===== src/rtl/ofm_drain_streamer_if.sv =====
// Bundle between the OFM drain streamer, OFM RAM read port A and the element sink.
interface ofm_drain_streamer_if #(
    parameter int unsigned DATA_WIDTH = 16,
    parameter int unsigned LANES      = 16,
    parameter int unsigned ADDR_WIDTH = 14
);
    logic [ADDR_WIDTH-1:0]       ram_addr;
    logic                        ram_addr_valid;
    logic [LANES*DATA_WIDTH-1:0] ram_rdata;
    logic [DATA_WIDTH-1:0]       m_data;
    logic                        m_valid;
    logic                        m_ready;
    logic                        m_last;

    modport master (
        output ram_addr, ram_addr_valid, m_data, m_valid, m_last,
        input  ram_rdata, m_ready
    );

    modport slave (
        input  ram_addr, ram_addr_valid, m_data, m_valid, m_last,
        output ram_rdata, m_ready
    );
endinterface


===== src/rtl/ofm_drain_streamer.sv =====
// Drains the OFM RAM word by word and serializes each word into a one-element stream.
// Optional ReLU on the output elements is enabled by defining OFM_DRAIN_RELU_EN.
module ofm_drain_streamer #(
    parameter int unsigned DATA_WIDTH = 16,
    parameter int unsigned LANES      = 16,
    parameter int unsigned OFM_SIZE   = 32,
    parameter int unsigned NO_FILTER  = 16,
    parameter int unsigned ADDR_WIDTH = $clog2(OFM_SIZE*OFM_SIZE*NO_FILTER)
) (
    input  logic                   clk,
    input  logic                   rst_n,
    input  logic                   start,
    output logic                   busy,
    output logic                   done,
    ofm_drain_streamer_if.master   bus
);
    localparam int unsigned TOTAL_WORDS = OFM_SIZE*OFM_SIZE*NO_FILTER/LANES;
    localparam int unsigned CNT_W       = $clog2(TOTAL_WORDS + 1);
    localparam int unsigned LANE_W      = (LANES > 1) ? $clog2(LANES) : 1;

    localparam logic [1:0] S_IDLE  = 2'd0;
    localparam logic [1:0] S_RUN   = 2'd1;
    localparam logic [1:0] S_FLUSH = 2'd2;
    localparam logic [1:0] S_DONE  = 2'd3;

    typedef logic [LANES-1:0][DATA_WIDTH-1:0] word_t;

    logic [1:0]            state, state_nxt;
    logic [CNT_W-1:0]      word_cnt;
    logic [CNT_W-1:0]      issue_cnt_c;
    logic                  issue_c;
    logic [ADDR_WIDTH-1:0] ram_addr_q;
    logic                  ram_addr_valid_q;
    logic                  rd_pend;
    logic                  rd_last;
    logic                  busy_q, done_q;

    word_t                 rdata_w;
    word_t                 ser_data, pf_data;
    logic                  ser_full, ser_last;
    logic                  pf_full, pf_last;
    logic [LANE_W-1:0]     lane_idx;

    logic                  xfer_c, ser_drain_c, xfer_last_c, cap_ser_c, lane_end_c;
    logic [DATA_WIDTH-1:0] elem_c;

    assign rdata_w     = bus.ram_rdata;
    assign lane_end_c  = (lane_idx == LANE_W'(LANES - 1));
    assign xfer_c      = ser_full && bus.m_ready;
    assign ser_drain_c = xfer_c && lane_end_c;
    assign xfer_last_c = ser_drain_c && ser_last;
    // Returning word goes straight to SER when SER is free (or freeing) and nothing is queued ahead of it.
    assign cap_ser_c   = rd_pend && (!ser_full || (ser_drain_c && !pf_full));

    // Next-state and read-issue decision
    always_comb begin
        state_nxt   = state;
        issue_c     = 1'b0;
        issue_cnt_c = word_cnt;
        case (state)
            S_IDLE: begin
                issue_cnt_c = '0;
                if (start) begin
                    issue_c   = 1'b1;
                    state_nxt = (TOTAL_WORDS == 1) ? S_FLUSH : S_RUN;
                end
            end
            S_RUN: begin
                if (!ram_addr_valid_q && !rd_pend && !pf_full &&
                    (word_cnt < CNT_W'(TOTAL_WORDS))) begin
                    issue_c = 1'b1;
                    if (word_cnt == CNT_W'(TOTAL_WORDS - 1)) begin
                        state_nxt = S_FLUSH;
                    end
                end
            end
            S_FLUSH: begin
                if (xfer_last_c) begin
                    state_nxt = S_DONE;
                end
            end
            S_DONE:  state_nxt = S_IDLE;
            default: state_nxt = S_IDLE;
        endcase
    end

    always_ff @(posedge clk or negedge rst_n) begin
        if (!rst_n) begin
            state <= S_IDLE;
        end else begin
            state <= state_nxt;
        end
    end

    // Read issue, prefetch and serializer datapath
    always_ff @(posedge clk or negedge rst_n) begin
        if (!rst_n) begin
            word_cnt         <= '0;
            ram_addr_q       <= '0;
            ram_addr_valid_q <= 1'b0;
            rd_pend          <= 1'b0;
            rd_last          <= 1'b0;
            busy_q           <= 1'b0;
            done_q           <= 1'b0;
            ser_data         <= '0;
            ser_full         <= 1'b0;
            ser_last         <= 1'b0;
            lane_idx         <= '0;
            pf_data          <= '0;
            pf_full          <= 1'b0;
            pf_last          <= 1'b0;
        end else begin
            ram_addr_valid_q <= issue_c;
            rd_pend          <= ram_addr_valid_q;
            busy_q           <= (state_nxt == S_RUN) || (state_nxt == S_FLUSH);
            done_q           <= (state_nxt == S_DONE);

            if (state == S_IDLE) begin
                word_cnt <= '0;
            end
            if (issue_c) begin
                word_cnt   <= issue_cnt_c + CNT_W'(1);
                ram_addr_q <= ADDR_WIDTH'(32'(issue_cnt_c) * LANES);
                rd_last    <= (issue_cnt_c == CNT_W'(TOTAL_WORDS - 1));
            end

            if (ser_drain_c) begin
                lane_idx <= '0;
                if (pf_full) begin
                    ser_data <= pf_data;
                    ser_last <= pf_last;
                    pf_full  <= 1'b0;
                end else begin
                    ser_full <= 1'b0;
                end
            end else if (xfer_c) begin
                lane_idx <= lane_idx + LANE_W'(1);
            end

            if (cap_ser_c) begin
                ser_data <= rdata_w;
                ser_full <= 1'b1;
                ser_last <= rd_last;
                lane_idx <= '0;
            end else if (rd_pend) begin
                pf_data <= rdata_w;
                pf_full <= 1'b1;
                pf_last <= rd_last;
            end
        end
    end

`ifdef OFM_DRAIN_RELU_EN
    always_comb begin
        elem_c = ser_data[lane_idx];
        if (elem_c[DATA_WIDTH-1]) begin
            elem_c = '0;
        end
    end
`else
    assign elem_c = ser_data[lane_idx];
`endif

    assign bus.ram_addr       = ram_addr_q;
    assign bus.ram_addr_valid = ram_addr_valid_q;
    assign bus.m_valid        = ser_full;
    assign bus.m_data         = ser_full ? elem_c : '0;
    assign bus.m_last         = ser_full && lane_end_c && ser_last;
    assign busy               = busy_q;
    assign done               = done_q;
endmodule

===== src/flat_wrapper.sv =====
// flat-port wrapper written by rule: the top's interface ports become plain ports
module ofm_drain_streamer_flat 
#(
    parameter int unsigned DATA_WIDTH = 16,
    parameter int unsigned LANES      = 16,
    parameter int unsigned OFM_SIZE   = 32,
    parameter int unsigned NO_FILTER  = 16,
    parameter int unsigned ADDR_WIDTH = $clog2(OFM_SIZE*OFM_SIZE*NO_FILTER)
)
  (clk, rst_n, start, busy, done, bus_ram_addr, bus_ram_addr_valid, bus_m_data, bus_m_valid, bus_m_last, bus_ram_rdata, bus_m_ready);
  ofm_drain_streamer_if #(.DATA_WIDTH(DATA_WIDTH), .LANES(LANES), .ADDR_WIDTH(ADDR_WIDTH)) bus_i ();
  input  logic clk;
  input  logic rst_n;
  input  logic start;
  output logic busy;
  output logic done;
  output wire logic [$bits(bus_i.ram_addr)-1:0] bus_ram_addr;
  output wire logic [$bits(bus_i.ram_addr_valid)-1:0] bus_ram_addr_valid;
  output wire logic [$bits(bus_i.m_data)-1:0] bus_m_data;
  output wire logic [$bits(bus_i.m_valid)-1:0] bus_m_valid;
  output wire logic [$bits(bus_i.m_last)-1:0] bus_m_last;
  input wire logic [$bits(bus_i.ram_rdata)-1:0] bus_ram_rdata;
  input wire logic [$bits(bus_i.m_ready)-1:0] bus_m_ready;
  assign bus_ram_addr = bus_i.ram_addr;
  assign bus_ram_addr_valid = bus_i.ram_addr_valid;
  assign bus_m_data = bus_i.m_data;
  assign bus_m_valid = bus_i.m_valid;
  assign bus_m_last = bus_i.m_last;
  assign bus_i.ram_rdata = bus_ram_rdata;
  assign bus_i.m_ready = bus_m_ready;
  ofm_drain_streamer #(.DATA_WIDTH(DATA_WIDTH), .LANES(LANES), .OFM_SIZE(OFM_SIZE), .NO_FILTER(NO_FILTER), .ADDR_WIDTH(ADDR_WIDTH)) u_core (.clk(clk), .rst_n(rst_n), .start(start), .busy(busy), .done(done), .bus(bus_i));
endmodule

===== config.mk =====
export PLATFORM = sky130hd
export DESIGN_NAME = ofm_drain_streamer_flat
export DESIGN_NICKNAME = d
export VERILOG_FILES = /design/src/rtl/ofm_drain_streamer_if.sv /design/src/rtl/ofm_drain_streamer.sv /design/src/flat_wrapper.sv
export SDC_FILE = /design/constraint.sdc
export NUM_CORES = 1
export LEC_CHECK = 0
export BUFFER_PORTS_ARGS = -buffer_cell sky130_fd_sc_hd__clkbuf_2
export CAP_MARGIN = 25
export CORE_ASPECT_RATIO = 0.6
export CORE_MARGIN = 4
export CORE_UTILIZATION = 28
export CTS_CLUSTER_SIZE = 10
export DETAILED_ROUTE_END_ITERATION = 8
export PLACE_DENSITY = 0.53
export SLEW_MARGIN = 5
export SYNTH_ARGS = -nofsm -noshare
export SYNTH_HDL_FRONTEND = slang
export SYNTH_SLANG_ARGS = --single-unit

===== constraint.sdc =====
create_clock -name clk -period 3 [get_ports clk]
set_input_delay 0 -clock clk [delete_from_list [all_inputs] [get_ports clk]]
set_output_delay 0 -clock clk [all_outputs]
set_load 0.05 [all_outputs]

==> run_results.csv <==
group,metric,value,unit
outcome,status,"finished clean",
floorplan,die_area,0.0958,mm²
place,place.gp.congestion,0.804,
power_and_ir_drop,p_per_area,1010,mW/mm²
drt,wl_per_cell,23.4,µm
drt,via_per_inst,5.03,
drt,dr.pass1.iters,5,
floorplan,fp.coreArea,0.0899,mm²
timing,whs,0.0837,ns
timing,fin_setup_tns,0,ns
setup_path,cp_top_family,"multiplexers",
power_and_ir_drop,p_clk_share,22.4,%
setup_path,critPathSlowestCell,"mux4_2",
clocking,cts_buffer_depth,3,
floorplan,fp-row-count,85,
power_and_ir_drop,seq_power_share,39.8,%
place,numPortBuffers,290,
final_layout,design_area,0.0327,mm²
grt,antenna_found_initial,21,
logic_synthesis,synth-warning-count,0,
power_and_ir_drop,p_sw,12.6,mW
logic_synthesis,ys_ff_latch,548,
drt,drc,0,
drt,routed_wl,87.6,mm
final_layout,nets,2753,
final_layout,layout_common_cells,"544 x dfrtp_1, 288 x clkbuf_2, 282 x mux2i_1",
setup_path,critPathMaxFanout,26,
timing,fmax,344,MHz
power_and_ir_drop,swShare,38.1,%
setup_path,critPathMaxStageDelay,0.65,ns
floorplan,initial_core_util,28.3,%
place,hpwlAfterDp,58.3,mm
logic_synthesis,synth-seq-area-share,54.0,%
grt,grt_start_max_net_pins,166,
clocking,clk_pin_slew,0.06,ns
setup_path,critPathBufInv,2,
logic_synthesis,synth_top_area_share,54.0,%
final_layout,drive_gt1_share,21.9,%
floorplan,ios,295,
setup_path,crit_chain,"buf_16 > mux4_2 > mux2i_2 > o22ai_1 > clkbuf_2",
place,place_ws,0.493,ns
drt,postRouteAntennaNets,0,
floorplan,die_y,241,µm
drt,drt_iter0_drc,1411,
logic_synthesis,synth_edf_count,0,
logic_synthesis,synthArstFlopShare,100,%
logic_synthesis,ys.flop_type,"dfrtp_1",
setup_path,r2r-start,"u_core.lane_idx[0]$_DFFE_PN0P_",
power_and_ir_drop,irDropWorstVdd,0.666,mV
power_and_ir_drop,p_leak,13.4,nW
final_layout,nFillCells,8767,
timing,hold_viol_final,0,
setup_path,crit_type,"reg2out",
setup_path,worstPathArrival,2.91,ns
grt,grt.total_usage,18.1,%
timing,setup_slack,0.0921,ns
timing,report.final.slew_viol_count,0,
logic_synthesis,synth_top_cells_by_area,"dfrtp_1 54%, mux2i_1 11%, mux2_1 9.0%",
clocking,cts_root_buffer,"clkbuf_16",
timing,fin_crit,2.91,ns
logic_synthesis,synth_top_cell_by_area,"dfrtp_1",
setup_path,worst-r2r-cell-count,6,
clocking,cts_tree,"yes",
setup_path,rr_endpoint,"u_core.pf_data[116]$_DFFE_PN0P_",
grt,grt_pass1_wl,131,mm
job,drv.max_cap_violation_count,0,
logic_synthesis,syn-instance-count,1996,
logic_synthesis,avgSynthCellArea,12.7,µm²
min_path,min_path_type,"in2async",
setup_path,cp.required,3.00,ns
power_and_ir_drop,p_comb_share,37.8,%
clocking,cts_buffers,66,
timing,min_period_over_period,96.9,%
clocking,clock_latency,0.63,ns
clocking,h-tree-depth,3,
floorplan,die_width,397,µm
grt,grt.overflow.total,0,
timing,rsz0062_at_grt,"no",
setup_path,r2r_setup_slack,0.49,ns
drt,num_vias,18800,
final_layout,multiInputGateArea,0.0107,mm²
clocking,cts_sinks,548,
logic_synthesis,synth_area,0.0254,mm²
place,placed_cell_area,0.0280,mm²
setup_path,crit_path_start_kind,"flip-flop",
power_and_ir_drop,power.total,33.2,mW
timing,maxSlewHeadroom,33.3,%
grt,first_global_vias,20000,
final_layout,seq_area,0.0137,mm²
power_and_ir_drop,internal_power,20.5,mW
setup_path,endpoint_kind,"output pin",
timing,setup_viol,0,
final_layout,area_growth,28.6,%
timing,fin_skew,0.0244,ns
logic_synthesis,ys_types,52,
timing,worst_slew_pin_slew,1.00,ns
final_layout,final_common_cell,"dfrtp_1",
[cell type report]
cell class              instances  area share, %
clock buffers                  78           5.48
flip-flops and latches        548           42.0
diodes                         12         0.0919
inverters                      10          0.126
clock inverters                 7          0.329
well taps                    1218           4.67
multi-input cells            1266           32.6
repair buffers                598           14.7
[registers in the layout, indices dropped and copies added, names as in the netlist, 2 cells and up]
name and cells:
u_core.pf_data 256, u_core.ser_data 256, u_core.word_cnt 11, u_core.bus.ram_addr 10, u_core.lane_idx 4, u_core.state 2
[Yosys cell counts (17+ instances only)]
library cell  count
o21ai_0         203
mux2i_1         287
buf_4            25
buf_2            27
a221o_1          17
buf_6            36
nand2_1          35
mux2_1          202
clkbuf_1         79
mux2_2           55
dfrtp_1         548
mux4_2           52
o21ai_1          41
nand3_1         244
[power groups by stage]
| stage | Combinational (mW) | Clock, mW | Sequential, mW |
|---|---|---|---|
| after CTS | 12.6 | 7.63 | 13.2 |
| final | 12.5 | 7.41 | 13.2 |
| after global routing | 13.6 | 7.93 | 13.5 |
| after detailed placement | 12.1 | 0 | 13.2 |
| after global placement | 11.8 | 0 | 13.1 |
| after floorplan | 8.59 | 0 | 12.3 |
[stage by stage]
step / cells / util (%)
detailed placement: 3376 / 31.2
finish: 3737 / 36.4
global route: 3730 / 36.3
CTS: 3722 / 36.3
global placement: 3376 / 31.2
floorplan: 1999 / -
[worst register-to-register path, delay by kind of cell (launching register included)]
family	cells	cell delay [ns]
AO/OA/AOI/OAI	1	0.27
buffers and inverters	1	0.39
AND/OR/NAND/NOR	2	0.59
multiplexers	1	0.38
adder cells (fa/ha/maj)	1	0.25
flip-flops	1	0.49
[per-layer routing]
metal / global-route usage [%] / share of wire [%] / vias up
met1: 25.8 / 47 / 9846
met4: 4.54 / 2.0 / 16
met5: 0 / 0.095 / -
li1: - / - / 8323
met2: 27.7 / 45 / 502
met3: 4.56 / 6.6 / 102
[kinds of logic after synthesis]
kind of cell / share of synthesized area, %
flip-flops: 54.0
AO/OA/AOI/OAI: 7.20
other: 0.0148
multiplexers: 27.3
adder cells (fa/ha/maj): 0.148
AND/OR/NAND/NOR: 6.84
buffers and inverters: 4.30
XOR/XNOR: 0.207
[worst max path at each step]
| stage | startpoint | endpoint | slack [ns] | cells after the start |
|---|---|---|---|---|
| 3_5_place_dp | u_core.lane_idx[0]$_DFFE_PN0P_ | bus_m_data[14] | 0.49 | 6 |
| 2_1_floorplan | u_core.lane_idx[0]$_DFFE_PN0P_ | bus_m_data[14] | 0.77 | 5 |
| 3_3_place_gp | u_core.lane_idx[0]$_DFFE_PN0P_ | bus_m_data[8] | 0.48 | 5 |
| 6_report | u_core.lane_idx[0]$_DFFE_PN0P_ | bus_m_data[4] | 0.09 | 5 |
| 4_1_cts | u_core.lane_idx[0]$_DFFE_PN0P_ | bus_m_data[14] | 0.002 | 6 |
| 5_1_grt | u_core.lane_idx[0]$_DFFE_PN0P_ | bus_m_data[11] | 0.005 | 5 |
[timing repair]
action,4_1_cts,5_1_grt
endpoints found under the hold margin,1041,0
cloned,1,0
setup buffers,0,3
hold buffers,260,0
setup endpoints to repair,10,3
gates resized for setup,13,4
Note: power is estimated with default switching activity, not from simulation.
